## config.mk

```make
export PLATFORM = sky130hd
export DESIGN_NAME = fetch_ctrl
export DESIGN_NICKNAME = d
export VERILOG_FILES = /design/src/rtl/fetch_ctrl.sv
export SDC_FILE = /design/constraint.sdc
export NUM_CORES = 1
export LEC_CHECK = 0
export ABC_AREA = 1
export CAP_MARGIN = 20
export CORE_ASPECT_RATIO = 2
export CORE_MARGIN = 2
export CORE_UTILIZATION = 50
export DETAILED_ROUTE_END_ITERATION = 12
export HOLD_SLACK_MARGIN = 0.12
export PLACE_DENSITY_LB_ADDON = 0.1
export SLEW_MARGIN = 20
export SYNTH_ARGS = -nofsm -noshare
export SYNTH_HDL_FRONTEND = slang
export SYNTH_SLANG_ARGS = --single-unit
```

## constraint.sdc

```tcl
create_clock -name clk -period 2.76 [get_ports clk]
set_input_delay 0.414 -clock clk [delete_from_list [all_inputs] [get_ports clk]]
set_output_delay 0.414 -clock clk [all_outputs]
set_load 0.01 [all_outputs]
```

## src/rtl/fetch_ctrl.sv

```systemverilog
// fetch_ctrl: fetch-PC sequencer feeding ID through a 2-entry queue that hides imem read latency
module fetch_ctrl #(
  parameter logic [31:0] RESET_PC = 32'h0000_0000,
  parameter int          IMEM_AW  = 10
) (
  input  logic               clk,
  input  logic               rst,
  output logic               imem_en,
  output logic [IMEM_AW-1:0] imem_addr,
  input  logic [31:0]        imem_q,
  output logic               id_valid,
  input  logic               id_ready,
  output logic [31:0]        id_inst,
  output logic [31:0]        id_pc,
  output logic [31:0]        id_pc4,
  input  logic               redirect,
  input  logic [31:0]        redirect_pc,
  input  logic               halt,
  output logic               misalign
);
  typedef enum logic [1:0] {BOOT, RUN, HALT} state_t;
  typedef struct packed {
    logic [31:0] pc;
    logic [31:0] pc4;
    logic [31:0] inst;
  } ent_t;
  state_t      state_q, state_d;
  logic [31:0] fpc_q, fpc_d, ipc_q;
  logic        inflight_q, misalign_q;
  logic [1:0]  cnt_q, cnt_d;
  ent_t        e0_q, e0_d, e1_q, e1_d, ent_new;
  logic        pop, enq, ok_redir, bad_redir;
  assign id_valid  = cnt_q != 2'd0;
  assign pop       = id_valid & id_ready;
  assign ok_redir  = redirect & (redirect_pc[1:0] == 2'b00);
  assign bad_redir = redirect & (|redirect_pc[1:0]);
  assign imem_en   = (state_q == RUN) & !redirect
                   & (({1'b0, cnt_q} + {2'b0, inflight_q} - {2'b0, pop}) < 3'd2);
  assign imem_addr = fpc_q[IMEM_AW+1:2];
  assign enq       = inflight_q & !redirect;
  assign ent_new   = {ipc_q, ipc_q + 32'd4, imem_q};
  assign id_inst   = e0_q.inst;
  assign id_pc     = e0_q.pc;
  assign id_pc4    = e0_q.pc4;
  assign misalign  = misalign_q;
  assign state_d = ok_redir ? RUN
                 : bad_redir ? HALT
                 : (state_q == BOOT) ? RUN
                 : ((state_q == RUN) & halt) ? HALT
                 : state_q;
  assign fpc_d = ok_redir ? redirect_pc : imem_en ? fpc_q + 32'd4 : fpc_q;
  // pop shifts first so returning data lands in the first free slot after it
  always_comb begin
    e0_d  = e0_q;
    e1_d  = e1_q;
    cnt_d = cnt_q;
    if (pop) begin
      e0_d  = e1_q;
      cnt_d = cnt_q - 2'd1;
    end
    if (enq) begin
      if (cnt_d == 2'd0) e0_d = ent_new;
      else e1_d = ent_new;
      cnt_d = cnt_d + 2'd1;
    end
    if (redirect) cnt_d = 2'd0;
  end
  always_ff @(posedge clk or negedge rst) begin
    if (!rst) begin
      state_q    <= BOOT;
      fpc_q      <= RESET_PC;
      ipc_q      <= '0;
      inflight_q <= 1'b0;
      misalign_q <= 1'b0;
      cnt_q      <= '0;
      e0_q       <= '0;
      e1_q       <= '0;
    end else begin
      state_q    <= state_d;
      fpc_q      <= fpc_d;
      ipc_q      <= fpc_q;
      inflight_q <= imem_en;
      misalign_q <= misalign_q | bad_redir;
      cnt_q      <= cnt_d;
      e0_q       <= e0_d;
      e1_q       <= e1_d;
    end
  end
endmodule

```

-- Word level (Yosys, flattened, before mapping)
Cells that the tools add are included.
- flip-flop bits (word level): 262
- output and inout bits: 109
- word-level logic and storage cells: 50
- $add $sub $neg: 6
- order comparisons: 1
- equality and inequality tests: 1
- mux-type cells: 12
- bitwise gates (word level): 9
- reduce and logical (&&, ||, !) cells: 9
- operators by type and width (kind ; number):
    $mux W96 ; 3
    $add A32 B3 Y32 const B ; 2
    $mux W32 ; 2
    $mux W2 ; 7
    $and A1 B1 Y1 ; 7
    $logic_not A2 Y1 ; 3
    $reduce_bool A2 Y1 ; 2
    $reduce_bool A4 Y1 ; 1
    $add A2 B1 Y3 ; 1
    $lt A3 B2 Y1 const B ; 1
    $sub A3 B1 Y3 ; 1
    $add A2 B1 Y2 const B ; 1
    $eq A2 B1 Y1 const B ; 1
    $reduce_and A2 Y1 ; 1
    $reduce_or A2 Y1 ; 1
    $sub A2 B1 Y2 const B ; 1
    $logic_not A1 Y1 ; 1
    $not A1 Y1 ; 1
    $or A1 B1 Y1 ; 1

-- Depth between registers and ports, before layout
Gate-level depths: netlist of the first run.
- word-level depth: 7
- gate-level depth with buffers: 20
- gate-level depth less buffers: 18

-- Worst setup path after synthesis of the first run
OpenSTA, ideal clock, no wires.
- path kind: flip-flop to output port
- from: reg cnt_q[1]
- to: out imem_en
- arrival: 2.313 ns
- required time: 2.346 ns
- slack: 0.033 ns
- cell stages (with the launch flop): 13
- buffers on the path: 4
- path through: dfrtp_1 inv_1 ha_1 inv_1 nand2_1 buf_2 buf_2 buf_2 nor2_1 fa_1 nand3_1 nor2_2 buf_2
- word-level cells in the longest chain between the ends: 5
- elaborated cells between the ends (all ways): 6
- those cells by class: add/sub: 2; order compare: 1; bitwise: 2; reduce/logical: 1
- RTL lines (element ; line ; source):
    start, declared ; 30 ; logic [1:0] cnt_q, cnt_d;
    start signal, assigned ; 84 ; cnt_q <= cnt_d;
    $reduce_bool A2 Y1 ; 33 ; assign id_valid = cnt_q != 2'd0;
    via id_valid ; 11 ; output logic id_valid,
    $and A1 B1 Y1 ; 34 ; assign pop = id_valid & id_ready;
    $sub A3 B1 Y3 ; 38 ; & (({1'b0, cnt_q} + {2'b0, inflight_q} - {2'b0, pop}) < 3'd2);
    $lt A3 B2 Y1 ; 38 ;
    $and A1 B1 Y1 ; 38 ;
    end, declared ; 8 ; output logic imem_en,
The timed path passes the listed nets, and every way through them passes these cells.

-- Final worst setup path of the first run
- from: reg cnt_q[0]
- to: out imem_en
- word-level cells in the longest chain between the ends: 5
- elaborated cells between the ends (all ways): 6
- those cells by class: add/sub: 2; order compare: 1; bitwise: 2; reduce/logical: 1
- RTL lines (element ; line):
    parallel branches: the longest is 2 deep, another holds $add A2 B1 Y3 ; n/a
    $sub A3 B1 Y3 * ; 38
    $lt A3 B2 Y1 * ; 38
    $and A1 B1 Y1 * ; 38
Every way passes the cells marked *.

==> results of run 1 <==
## cells by family after synthesis
family | after synthesis
and+or+nand+nor | 788
AOI/OAI and AO/OA | 276
DFF | 260
buffers and inverters | 207
xor gates and xnor gates | 18
muxes | 7
adders and majority gates | 5
## metrics by stage
step	hold WS [ps]	util (%)	worst slack [ps]	instance area (um2)	TNS (ps)
final	382	64.2	-200	15700	-282
after floorplan	118	-	32.6	12400	0
after CTS	383	63.3	-208	15500	-208
after global routing	393	64.2	-332	15700	-3900
after detailed placement	368	59.8	-390	14600	-4340
after global placement	361	59.8	-409	14600	-4040
## per-layer routing
metal  share of wire, %  wire, um
met3                3.5      1270
met4                5.8      2090
met2                 55     19800
met1                 35     12700
met5                  0         0
## worst paths after layout
check | slack [ps] | to | cells past startpoint | startpoint
max | -200 | imem_en | 12 | cnt_q[0]$_DFF_PN0_
min | 380 | ipc_q[0]$_DFF_PN0_ | 0 | fpc_q[0]$_DFFE_PN0P_
max reg2reg | -20 | fpc_q[7]$_DFFE_PN0P_ | 18 | cnt_q[0]$_DFF_PN0_
min reg2reg | 380 | ipc_q[0]$_DFF_PN0_ | 0 | fpc_q[0]$_DFFE_PN0P_
max in group asynchronous | 1510 | fpc_q[8]$_DFFE_PN0P_ | 3 | rst
min in group asynchronous | 500 | id_inst[21]$_DFF_PN0_ | 2 | rst
## area by class of cell
type | count | area, um2
Fill cell | 2193 | 8740
Sequential cell | 260 | 6510
Multi-Input combinational cell | 1094 | 5080
Timing Repair Buffer | 224 | 2350
Clock buffer | 34 | 719
Inverter | 125 | 472
Tap cell | 332 | 415
Clock inverter | 10 | 134
## sequential cells by signal, indices dropped and copies added (netlist names)
signal and count:
cnt_q 2, e1_q 94, fpc_q 32, id_inst 32, id_pc 32, id_pc4 32, inflight_q 1, ipc_q 32
misalign 1, state_q 2
## placed cells by master (no fill, tap or decap), types with 11 or more instances in the layout
| cell | instances |
|---|---|
| nand2_1 | 517 |
| dfrtp_1 | 260 |
| o21ai_0 | 185 |
| clkdlybuf4s50_1 | 175 |
| nor2_1 | 152 |
| inv_1 | 113 |
| nand3_1 | 53 |
| a21oi_1 | 33 |
| buf_4 | 28 |
| clkbuf_16 | 27 |
| o21ai_1 | 21 |
| nor2_2 | 16 |
| or2_2 | 15 |
| nor2_4 | 14 |
| xor2_1 | 14 |
| buf_12 | 14 |
| o211ai_1 | 12 |
| inv_2 | 11 |
## report_power, final
group / switching [mW] / internal [mW]
Sequential: 1.36 / 5.52
Combinational: 3.19 / 2.87
Clock: 1.49 / 2.10
## critical path, stage by stage, from the launching register on
cell,delay [ps]
dfrtp_1,380
inv_2,90
ha_4,140
inv_4,40
nand2_4,60
xor2_2,160
inv_2,70
nor2_4,110
inv_2,40
fa_1,550
nand3_2,90
nor2_4,150
buf_6,130
## repair_timing
item                                    CTS  global route
pin swaps                                 1             6
endpoints found under the hold margin    81             0
endpoints found under the setup margin    1            28
gates resized for setup                   9            29
cloned                                    0             3
hold buffers                              1             0
buffers inserted                          0             9
==> out/metrics.cfg, run 1 <==
[detailed_routing]
drtIter0Drc = 697
ant_nets = 0
wl_um = 35800
wl_per_cell_um = 17.2
routed_via_density = 5.22
dr_total_vias = 10900
firstDrtPassIters = 5
drc = 0

[timing]
max_slew.worst_pin.slew_ps = 877
fmax_mhz = 338
maxSlewHeadroom_pct = 41.5
rsz0062_at_grt = yes
layout_setup_ws_ps = -200
min_period_ps = 2960
finalClockSkew_ps = 23.9
period_share_pct = 107
final-setup-viol-count = 7
slew_violations = 0
hold_viol = 0

[final_layout]
fin_cells = 2079
antenna_cells = 0
final_net_count = 1803
drive_gt1_share_pct = 9.39
area_growth_pct = 26.4

[outcome]
violations = setup timing
status = complete, but fails checks

[yosys]
synth_top_area_cell = dfrtp_1
synth-xor-area-share_pct = 1.27
async_flop_share_pct = 100
synth_mux_area_share_pct = 0.565
syn-num-nets = 1635
synth.most_common_cell = nand2_1
synthAdderAreaFrac_pct = 0.565
synthCells = 1561
synth_top_area_share_pct = 52.4
synth.area.top_cells = dfrtp_1 (52%), nand2_1 (16%), o21ai_0 (7.6%), nor2_1 (4.9%), inv_1 (3.6%)
synth_compound_area_share_pct = 11.8
synth_top_flop_cell = dfrtp_1
yosys_warnings = 0
synth_cell_types = 38
synth_top_family_by_area = simple AND/OR/NAND/NOR gates
synthTopCellsByCount = nand2_1 (518), dfrtp_1 (260), o21ai_0 (188)
synth_simple_gate_area_share_pct = 26.2
synth_edf_count = 0
syn_avg_cell_area_um2 = 7.95
netlist_area_mm2 = 0.0124
ys_seq_area_share_pct = 52.4
synth_seq_cells = 260

[critical_path]
critPathMaxFanout = 2
arrival_ps = 2550
critical_path_class = reg2out
cp-start-kind = register
cp-end-kind = primary output
required_ps = 2350

[global_route]
grt_busiest_layer = met2
grt_pass1_wl_um = 55000
use_met2_pct = 50.8
grt_max_degree = 89
grt_pass1_vias = 10500
antenna_found_initial = 0
grtUsageMet3_pct = 2.65
use_met1_pct = 29.3
overflow = 0
track_usage_pct = 27.1

[cts]
cts_inserted_buffers = 24
root_buffer = clkbuf_16
cts_buffer_depth = 3
cts.clk_slew.worst_paths_ps = 70
htree_levels = 1
insertion_delay_ps = 540
clock-sinks = 260
cts_tree = done

[power_and_ir_drop]
p_per_area_mw_per_mm2 = 1050
finalPower_mw = 16.5
leakage_nw = 7.13
peakVddDrop_mv = 0.662

[floorplan]
chipHeight_um = 227
io_pins = 178
core-area_mm2 = 0.0244
rows = 81
die_w_um = 115
die_area_mm2 = 0.0262
start_util_pct = 50.8

[job]
maxCapViolCount = 0

[placement]
dpl.cell_count = 2022
portBuffers = 177
gp_congestion = 0.894
dp_hpwl_um = 25300

[hold_path]
worst_hold_path_type = reg2reg

(Power assumes the default switching activity.)
==> run 2, diff against run 1 <==
--- a/config.mk
+++ b/config.mk
@@ -5,11 +5,11 @@
 export SDC_FILE = /design/constraint.sdc
 export NUM_CORES = 1
 export LEC_CHECK = 0
-export ABC_AREA = 1
+export ABC_AREA = 0
 export CAP_MARGIN = 20
 export CORE_ASPECT_RATIO = 2
 export CORE_MARGIN = 2
-export CORE_UTILIZATION = 50
+export CORE_UTILIZATION = 49
 export DETAILED_ROUTE_END_ITERATION = 12
 export HOLD_SLACK_MARGIN = 0.12
 export PLACE_DENSITY_LB_ADDON = 0.1
==> out/metrics.cfg, run 2 <==
[timing]
tns_ps = -590
maxSlewHeadroom_pct = 25.0
fmax_mhz = 341
finalClockSkew_ps = 18.5
min_period_ps = 2930
final-setup-viol-count = 14
layout_setup_ws_ps = -170
slew_violations = 0
max_slew.worst_pin.slew_ps = 1120
rsz0062_at_grt = yes
period_share_pct = 106
hold_viol = 0
hold_slack_ps = 388

[critical_path]
slowest_stage = fa_1
max_stage_delay_ps = 550
cp-start-kind = register
r2r_cells = 15
critPathMaxFanout = 2
arrival_ps = 2520
path_cells = inv_2 > ha_4 > nor2b_4 > xnor2_2 > nand2_1 > fa_1 > nand4bb_4 > or2_4 > inv_2 > buf_6
crit_top_cell = inv_2
cp-end-kind = primary output
critical_path_class = reg2out
required_ps = 2350

[floorplan]
rows = 78
chipHeight_um = 219
core-area_mm2 = 0.0226
die_w_um = 111
die_area_mm2 = 0.0244
io_pins = 178
start_util_pct = 49.9

[yosys]
syn-num-nets = 1339
async_flop_share_pct = 100
synth_top_flop_cell = dfrtp_1
yosys_warnings = 0
synth_top_area_share_pct = 57.5
synth.area.top_cells = dfrtp_1 (58%), nand2_1 (16%), a31oi_1 (3.9%), xor2_1 (3.4%), nor2_1 (3.2%)
synth_top_area_cell = dfrtp_1
synth.most_common_cell = nand2_1
synth_cell_types = 41
synthTopCellsByCount = nand2_1 (496), dfrtp_1 (260), nor2_1 (96)
synthCells = 1265
syn_avg_cell_area_um2 = 8.94
synth_edf_count = 0
ys_seq_area_share_pct = 57.5
synth_seq_cells = 260
netlist_area_mm2 = 0.0113

[cts]
clock-sinks = 260
root_buffer = clkbuf_16
htree_levels = 1
insertion_delay_ps = 520
cts_inserted_buffers = 23
cts.clk_slew.worst_paths_ps = 70
cts_buffer_depth = 3
cts_tree = done

[final_layout]
antenna_cells = 0
area_growth_pct = 28.0
postLayoutCellArea_mm2 = 0.0145
fin_cells = 1720
drive_gt1_share_pct = 7.78
regMostFlops = e1_q
largest_register_ffs = 94
final_net_count = 1499
final_util_pct = 63.9
layout_commonest_cell = nand2_1
final_cell_mix = nand2_1 (492), dfrtp_1 (260), clkdlybuf4s50_1 (175), nor2_1 (96), a31oi_1 (70)

[hold_path]
min_path_cells = 0
worst_hold_path_type = reg2reg

[power_and_ir_drop]
power.net_switching_mw = 4.41
finalPower_mw = 13.8
p_int_mw = 9.37
power_frac_comb_pct = 30.8
p_per_area_mw_per_mm2 = 953
leakage_nw = 6.68
p_clk_share_pct = 26.1
power_switching_share_pct = 32.0
p_seq_share_pct = 43.1
peakVddDrop_mv = 0.849

[detailed_routing]
drc = 0
firstDrtPassIters = 6
dr_total_vias = 9151
drtIter0Drc = 709
ant_nets = 0
wl_um = 28300
wl_per_cell_um = 16.5
routed_via_density = 5.32

[placement]
dpl.cell_count = 1672
placed_cell_area_mm2 = 0.0134
dp_hpwl_um = 18100
portBuffers = 177
gp_congestion = 0.846
pre_cts_ws_ps = -522

[job]
maxCapViolCount = 0

[global_route]
grt_max_degree = 101
overflow = 0
track_usage_pct = 22.9
grt_pass1_vias = 8897
grt_pass1_wl_um = 45400
antenna_found_initial = 0

[outcome]
status = complete, but fails checks
violations = setup timing

[run 2: cell count changes after synthesis, sizes merged, moves of 12 or more]
cell	before	now
nand3	56	26
xor2	15	44
and3	0	14
nand4	6	22
a31oi	4	70
nand2	525	496
inv	125	10
o211ai	12	0
nor2	182	96
or2	15	1
buf	57	33
clkbuf	25	50
a21oi	34	21
o21ai	208	63
[run 2: path summary, 6_finish.rpt]
check                                      start                     to  slack, ps
hold / removal             fpc_q[16]$_DFFE_PN0P_    ipc_q[16]$_DFF_PN0_        390
min in group asynchronous                    rst  id_inst[15]$_DFF_PN0_        400
hold reg to reg            fpc_q[16]$_DFFE_PN0P_    ipc_q[16]$_DFF_PN0_        390
setup / recovery              cnt_q[1]$_DFF_PN0_                imem_en       -170
setup reg to reg              cnt_q[1]$_DFF_PN0_  fpc_q[19]$_DFFE_PN0P_        -90
max in group asynchronous                    rst    e1_q[2]$_DFFE_PN0P_       1410
[run 2: worst max-delay path: cells and delay by family (launching register included)]
kind / cells / cell delay, ps
xor gates and xnor gates: 1 / 120
adders and majority gates: 2 / 720
buffers and inverters: 3 / 200
DFF: 1 / 360
and+or+nand+nor: 4 / 600
[run 2: kinds of logic (layout without fill, tap and decap cells)]
logic type / count (synthesis) / in the layout / synth area share (%)
AOI/OAI and AO/OA: 159 / 159 / 7.92
xor gates and xnor gates: 57 / 57 / 4.42
adders and majority gates: 5 / 5 / 0.620
buffers and inverters: 93 / 268 / 3.67
DFF: 260 / 260 / 57.5
muxes: 2 / 2 / 0.177
and+or+nand+nor: 689 / 689 / 25.6
[run 2: per-layer routing]
metal | GRT usage (%) | share of wire (%) | vias up
met5 | 0 | 0 | -
met1 | 28.3 | 40 | 4365
met2 | 41.2 | 52 | 303
met4 | 8.85 | 3.6 | 0
li1 | - | - | 4423
met3 | 2.46 | 4.6 | 60
[run 2: power by group through the flow]
stage / combinational [mW] / sequential, mW / clock [mW]
3_3_place_gp: 4.11 / 5.96 / 0
6_report: 4.24 / 5.94 / 3.60
3_5_place_dp: 4.18 / 6.01 / 0
5_1_grt: 4.71 / 6.09 / 3.81
2_1_floorplan: 1.93 / 6.04 / 0
4_1_cts: 4.26 / 5.94 / 3.67
[run 2: cell type report]
| type | count | area [um2] |
|---|---|---|
| fill | 1900 | 8180 |
| sequential | 260 | 6510 |
| multi-input combinational | 912 | 4500 |
| timing repair buffer | 218 | 2220 |
| clock buffer | 31 | 676 |
| tap | 280 | 350 |
| clock inverter | 9 | 174 |
| inverter | 10 | 37.5 |
[run 2: what timing repair did]
item,4_1_cts,5_1_grt
pin swaps,11,14
resized for setup,27,23
hold endpoints to repair,52,0
setup buffers,3,4
gates cloned,0,1
hold buffers,1,0
endpoints found under the setup margin,7,85
